File: config.mk
export PLATFORM = sky130hd
export DESIGN_NAME = mdu_iterative
export DESIGN_NICKNAME = d
export VERILOG_FILES = /design/src/rtl/mdu_pkg.sv /design/src/rtl/mdu_step.sv /design/src/rtl/mdu_iterative.sv
export SDC_FILE = /design/constraint.sdc
export NUM_CORES = 1
export LEC_CHECK = 0
export BUFFER_PORTS_ARGS = -buffer_cell sky130_fd_sc_hd__buf_2
export CAP_MARGIN = 20
export CORE_MARGIN = 3
export CORE_UTILIZATION = 55
export CTS_CLUSTER_SIZE = 12
export DETAILED_ROUTE_END_ITERATION = 6
export PLACE_DENSITY = 0.74
export SYNTH_ARGS = -nofsm -noshare
export SYNTH_HDL_FRONTEND = slang
export SYNTH_SLANG_ARGS = --single-unit
File: constraint.sdc
create_clock -name clock -period 10.1 [get_ports clock]
set_input_delay 1.01 -clock clock [delete_from_list [all_inputs] [get_ports clock]]
set_output_delay 1.01 -clock clock [all_outputs]
set_load 0.02 [all_outputs]
File: src/rtl/mdu_pkg.sv
// mdu_pkg: op encoding, FSM states and conditional two's-complement negate for the multiply/divide unit
package mdu_pkg;
  localparam int MAX_W = 256;
  typedef enum logic [1:0] {MULT = 2'b00, MULTU = 2'b01, DIV = 2'b10, DIVU = 2'b11} op_e;
  typedef enum logic [1:0] {IDLE, RUN, FIN} state_e;
  function automatic logic [MAX_W-1:0] cneg(input logic [MAX_W-1:0] x, input logic n);
    return n ? -x : x;
  endfunction
endpackage

File: src/rtl/mdu_step.sv
// mdu_step: one radix-2 iteration, shift-add multiply or restoring divide
module mdu_step #(
  parameter int WIDTH = 32
) (
  input  logic             div,
  input  logic [WIDTH-1:0] acc,
  input  logic [WIDTH-1:0] q,
  input  logic [WIDTH-1:0] m,
  output logic [WIDTH-1:0] acc_n,
  output logic [WIDTH-1:0] q_n
);
  logic [WIDTH:0]   sum;
  logic [WIDTH:0]   sh;
  logic [WIDTH-1:0] df;
  logic             ge;
  always_comb begin
    sum   = {1'b0, acc} + (q[0] ? {1'b0, m} : '0);
    sh    = {acc, q[WIDTH-1]};
    ge    = sh >= {1'b0, m};
    df    = sh[WIDTH-1:0] - m;
    acc_n = div ? (ge ? df : sh[WIDTH-1:0]) : sum[WIDTH:1];
    q_n   = div ? {q[WIDTH-2:0], ge} : {sum[0], q[WIDTH-1:1]};
  end
endmodule

File: src/rtl/mdu_iterative.sv
// mdu_iterative: multi-cycle signed/unsigned multiply and divide with start/busy/done handshake
module mdu_iterative
  import mdu_pkg::*;
#(
  parameter int WIDTH = 32
) (
  input  logic             clock,
  input  logic             reset,
  input  logic             start,
  input  logic [1:0]       op,
  input  logic [WIDTH-1:0] a,
  input  logic [WIDTH-1:0] b,
  output logic             busy,
  output logic             done,
  output logic [WIDTH-1:0] hi,
  output logic [WIDTH-1:0] lo,
  output logic             overflow,
  output logic             div_zero
);
  localparam int CNT_W = $clog2(WIDTH + 1);
  localparam int W2 = 2 * WIDTH;
  state_e           state;
  op_e              op_q;
  logic [CNT_W-1:0] cnt;
  logic [WIDTH-1:0] acc, q, m_q, acc_n, q_n, ma, mb, quo, rem, hi_n, lo_n;
  logic [W2-1:0]    prod;
  logic             neg_q, rneg_q, dz_q, dov_q, sgn, dz, dov, ovf_n;
  mdu_step #(.WIDTH(WIDTH)) u_step (
    .div  (op_q[1]),
    .acc  (acc),
    .q    (q),
    .m    (m_q),
    .acc_n(acc_n),
    .q_n  (q_n)
  );
  always_comb begin
    sgn   = ~op[0];
    ma    = WIDTH'(cneg(MAX_W'(a), sgn & a[WIDTH-1]));
    mb    = WIDTH'(cneg(MAX_W'(b), sgn & b[WIDTH-1]));
    dz    = op[1] && b == '0;
    dov   = op == DIV && a == {1'b1, {(WIDTH-1){1'b0}}} && &b;
    prod  = W2'(cneg(MAX_W'({acc, q}), neg_q));
    quo   = WIDTH'(cneg(MAX_W'(q), neg_q));
    rem   = WIDTH'(cneg(MAX_W'(acc), rneg_q));
    hi_n  = dz_q ? acc : op_q[1] ? rem : prod[W2-1:WIDTH];
    lo_n  = dz_q ? q : op_q[1] ? quo : prod[WIDTH-1:0];
    ovf_n = op_q[1] ? dov_q : op_q == MULT && prod[W2-1:WIDTH] != {WIDTH{prod[WIDTH-1]}};
  end
  always_ff @(posedge clock or posedge reset) begin
    if (reset) begin
      state    <= IDLE;
      busy     <= 1'b0;
      done     <= 1'b0;
      hi       <= '0;
      lo       <= '0;
      overflow <= 1'b0;
      div_zero <= 1'b0;
      cnt      <= '0;
      acc      <= '0;
      q        <= '0;
      m_q      <= '0;
      op_q     <= MULT;
      neg_q    <= 1'b0;
      rneg_q   <= 1'b0;
      dz_q     <= 1'b0;
      dov_q    <= 1'b0;
    end else if (state == RUN) begin
      if (cnt == CNT_W'(WIDTH)) begin
        state    <= FIN;
        busy     <= 1'b0;
        done     <= 1'b1;
        hi       <= hi_n;
        lo       <= lo_n;
        overflow <= ovf_n;
        div_zero <= dz_q;
      end else begin
        acc <= acc_n;
        q   <= q_n;
        cnt <= cnt + 1'b1;
      end
    end else begin
      done <= 1'b0;
      if (start) begin
        state  <= RUN;
        busy   <= 1'b1;
        op_q   <= op_e'(op);
        m_q    <= mb;
        neg_q  <= sgn & (a[WIDTH-1] ^ b[WIDTH-1]);
        rneg_q <= sgn & a[WIDTH-1];
        dz_q   <= dz;
        dov_q  <= dov;
        acc    <= dz ? a : '0;
        q      <= dz ? '1 : ma;
        cnt    <= dz ? CNT_W'(WIDTH) : '0;
      end else begin
        state <= IDLE;
      end
    end
  end
endmodule

==> metrics <==
outcome completed; cells after synthesis a little over 2000; TritonCTS clock tree done; setup ws final roughly 5.8 ns; Pwr Density 402 mW/mm²; PortBufs about 140; hold crit path type flip-flop to flip-flop; wire length per cell around 20 µm; core area approximately 0.028 mm²; Final period util 0.422; RSZ-0062 raised after global routing no; Crit Path Max Fanout 32; clk_lat worst skew between 0.4 and 0.5 ns; fill count roughly 2700; register area share after synthesis 0.282; TritonCTS Buffers 17; Worst Setup End Kind flip-flop; synthesized area ~0.016 mm²; fmax 235 MHz; Post-DP Area between 0.015 and 0.02 mm²; residual DRC count 0; I/O pins approximately 140; clk sinks ~180; H-tree Lvls 4; Pins Over Slew Limit 0; # setup viols final 0; most frequent cells in the layout nand2_1 (306), o21ai_0 (193), dfrtp_1 (176); Primary FF master, synth dfrtp_1; min-delay src hi[22]; via/cell ratio ~6.3; largest net degree at the start of global routing between 100 and 150; Hold Violations, Final 0; Cell variety after synth 82; area added between synthesis and finish 9.25%; Syn Nets roughly 2200; met3 GRT Util 0.0548; Seq cells post-synth ~180; yosys warns 0; routability congestion estimate around 1; CTS Root Cell clkbuf_16; initial antenna violation count 1; async set or reset register ratio after synthesis 1.00; routing usage on met2 0.484; arrival time at the worst endpoint 4.59 ns; Post-CTS Resized 0; average size of a mapped cell 7.72 µm²; CP required 10.43 ns; most common cell after layout, fill and taps aside nand2_1; Worst Path Class, Setup flip-flop to flip-flop; share of post-route cells with drive strength above 1 0.112; Iter 0 DRT Violations between 1500 and 2000; vias 15600; gr busiest metal met2; first-pass GRT wire length 79400 µm; Reg-to-Reg End acc[30]; Final Skew about 0.024 ns; CTS Hold Bufs 0; Worst Max-Slew Pin Slew 1.11 ns; Post-CTS Repair Setup Buffers 0; DP Worst Slack approximately 6.0 ns; Post-DP HPWL about 38000 µm; fin crit period 4.26 ns; die span in y 175 µm; EDFF count, synth 0; row count between 60 and 70; total grt overflow 0; Sum Neg Setup Slack 0 ns; cell area after layout about 0.017 mm²; DR pass1 iterations 6; DIE WIDTH about 170 µm; WL final around 50000 µm; Static Leak ~7.5 nW; number of global-route vias before repair approximately 14000; die area around 0.031 mm²; Max transition margin 0.254; worst vdd ir roughly 230 µV; worst hold stages 2; Antenna Nets Post-Route 0; Starting Density 0.562; Clock Pin Slew Worst Setup and Hold Paths about 0.080 ns; met1 usage 0.459; max cap viols 0; Reg2Reg Setup Slack between 5 and 6 ns; hold slack around 0.48 ns; r2r startpoint q[0]; CP Launch Type flip-flop; Core Util, Final 0.614; Worst Hold Path EP hi[22]; # nets final approximately 2200; GRT Total Usage 0.321; R2R depth 13; Clock Path Buffers 2
## power breakdown
| group | internal, mW | total [mW] | leakage, nW | switching (mW) |
|---|---|---|---|---|
| Combinational | 1.76 | 4.59 | 5.00 | 2.83 |
| Clock | 0.347 | 0.717 | 0.308 | 0.369 |
| Sequential | 1.05 | 1.58 | 2.20 | 0.531 |
## layout make-up
class / count / area (µm²) / area share
diodes: 1 / 2.50 / 0.000146
clock inverters: 15 / 218 / 0.0127
well taps: 378 / 473 / 0.0276
multi-input cells: 1644 / 10500 / 0.611
repair buffers: 158 / 843 / 0.0492
flip-flops and latches: 177 / 4430 / 0.258
clock buffers: 17 / 425 / 0.0248
inverters: 73 / 279 / 0.0163
## worst max-delay path: stages, from the launching register on
cell	delay (ns)
dfrtp_1	0.41
clkinv_1	0.14
buf_4	0.38
nor2_1	0.12
ha_1	0.38
and4_1	0.24
nand4_1	0.10
a31oi_1	0.57
nand4_1	0.33
a21bo_2	0.29
a21boi_0	0.50
and3_1	0.25
nor3_1	0.08
or3_1	0.35
## cells by family (layout without fill, tap and decap cells)
| kind of cell | count (synthesis) | after routing | synth area share |
|---|---|---|---|
| AOI/OAI and AO/OA | 618 | 618 | 0.252 |
| xor gates and xnor gates | 197 | 197 | 0.110 |
| adders and majority gates | 73 | 73 | 0.0591 |
| buffers and inverters | 212 | 263 | 0.0528 |
| DFF | 177 | 177 | 0.282 |
| muxes | 39 | 39 | 0.0252 |
| other | 0 | 1 | 0 |
| and+or+nand+nor | 717 | 717 | 0.219 |
## stage by stage
| stage | power (mW) | instances |
|---|---|---|
| CTS | 6.80 | 2459 |
| global placement | 5.99 | 2427 |
| global route | 7.43 | 2463 |
| detailed placement | 6.06 | 2427 |
| floorplan | 4.86 | 2033 |
| finish | 6.89 | 2463 |
## cells in the mapped netlist (all sizes together), types with 31 or more instances
library cell	count	area [µm²]
nand2	308	1160
o21ai	197	986
dfrtp	177	4430
nor2	155	584
a21oi	142	711
clkbuf	118	443
xnor2	115	1010
xor2	82	718
ha	71	888
inv	70	263
a21o	40	300
nor3	40	216
mux2i	38	380
nand3	31	155
## routing by layer
metal / vias to the layer above / part of all wire
met5: - / 0
met4: 0 / 0.040
met3: 138 / 0.090
met2: 811 / 0.43
met1: 7289 / 0.44
li1: 7383 / -
## state kept, by name, indices dropped and copies added (netlist names)
| name | flops |
|---|---|
| acc | 32 |
| busy | 1 |
| cnt | 6 |
| div_zero | 1 |
| done | 1 |
| dov_q | 1 |
| dz_q | 1 |
| hi | 32 |
| lo | 32 |
| m_q | 32 |
| neg_q | 1 |
| op_q | 2 |
| overflow | 1 |
| q | 32 |
| rneg_q | 1 |
| state | 1 |
## worst max path at each step
stage,from,end,slack [ns],cells after the start
finish,q[0],acc[30],5.84,13
global route,q[0],acc[26],5.68,14
CTS,q[0],acc[29],6.03,14
detailed placement,b[12],acc[4],5.98,10
global placement,b[12],acc[4],6.00,10
floorplan,reset,acc[0],4.29,1
No activity file was read; power rests on OpenSTA's default activity.
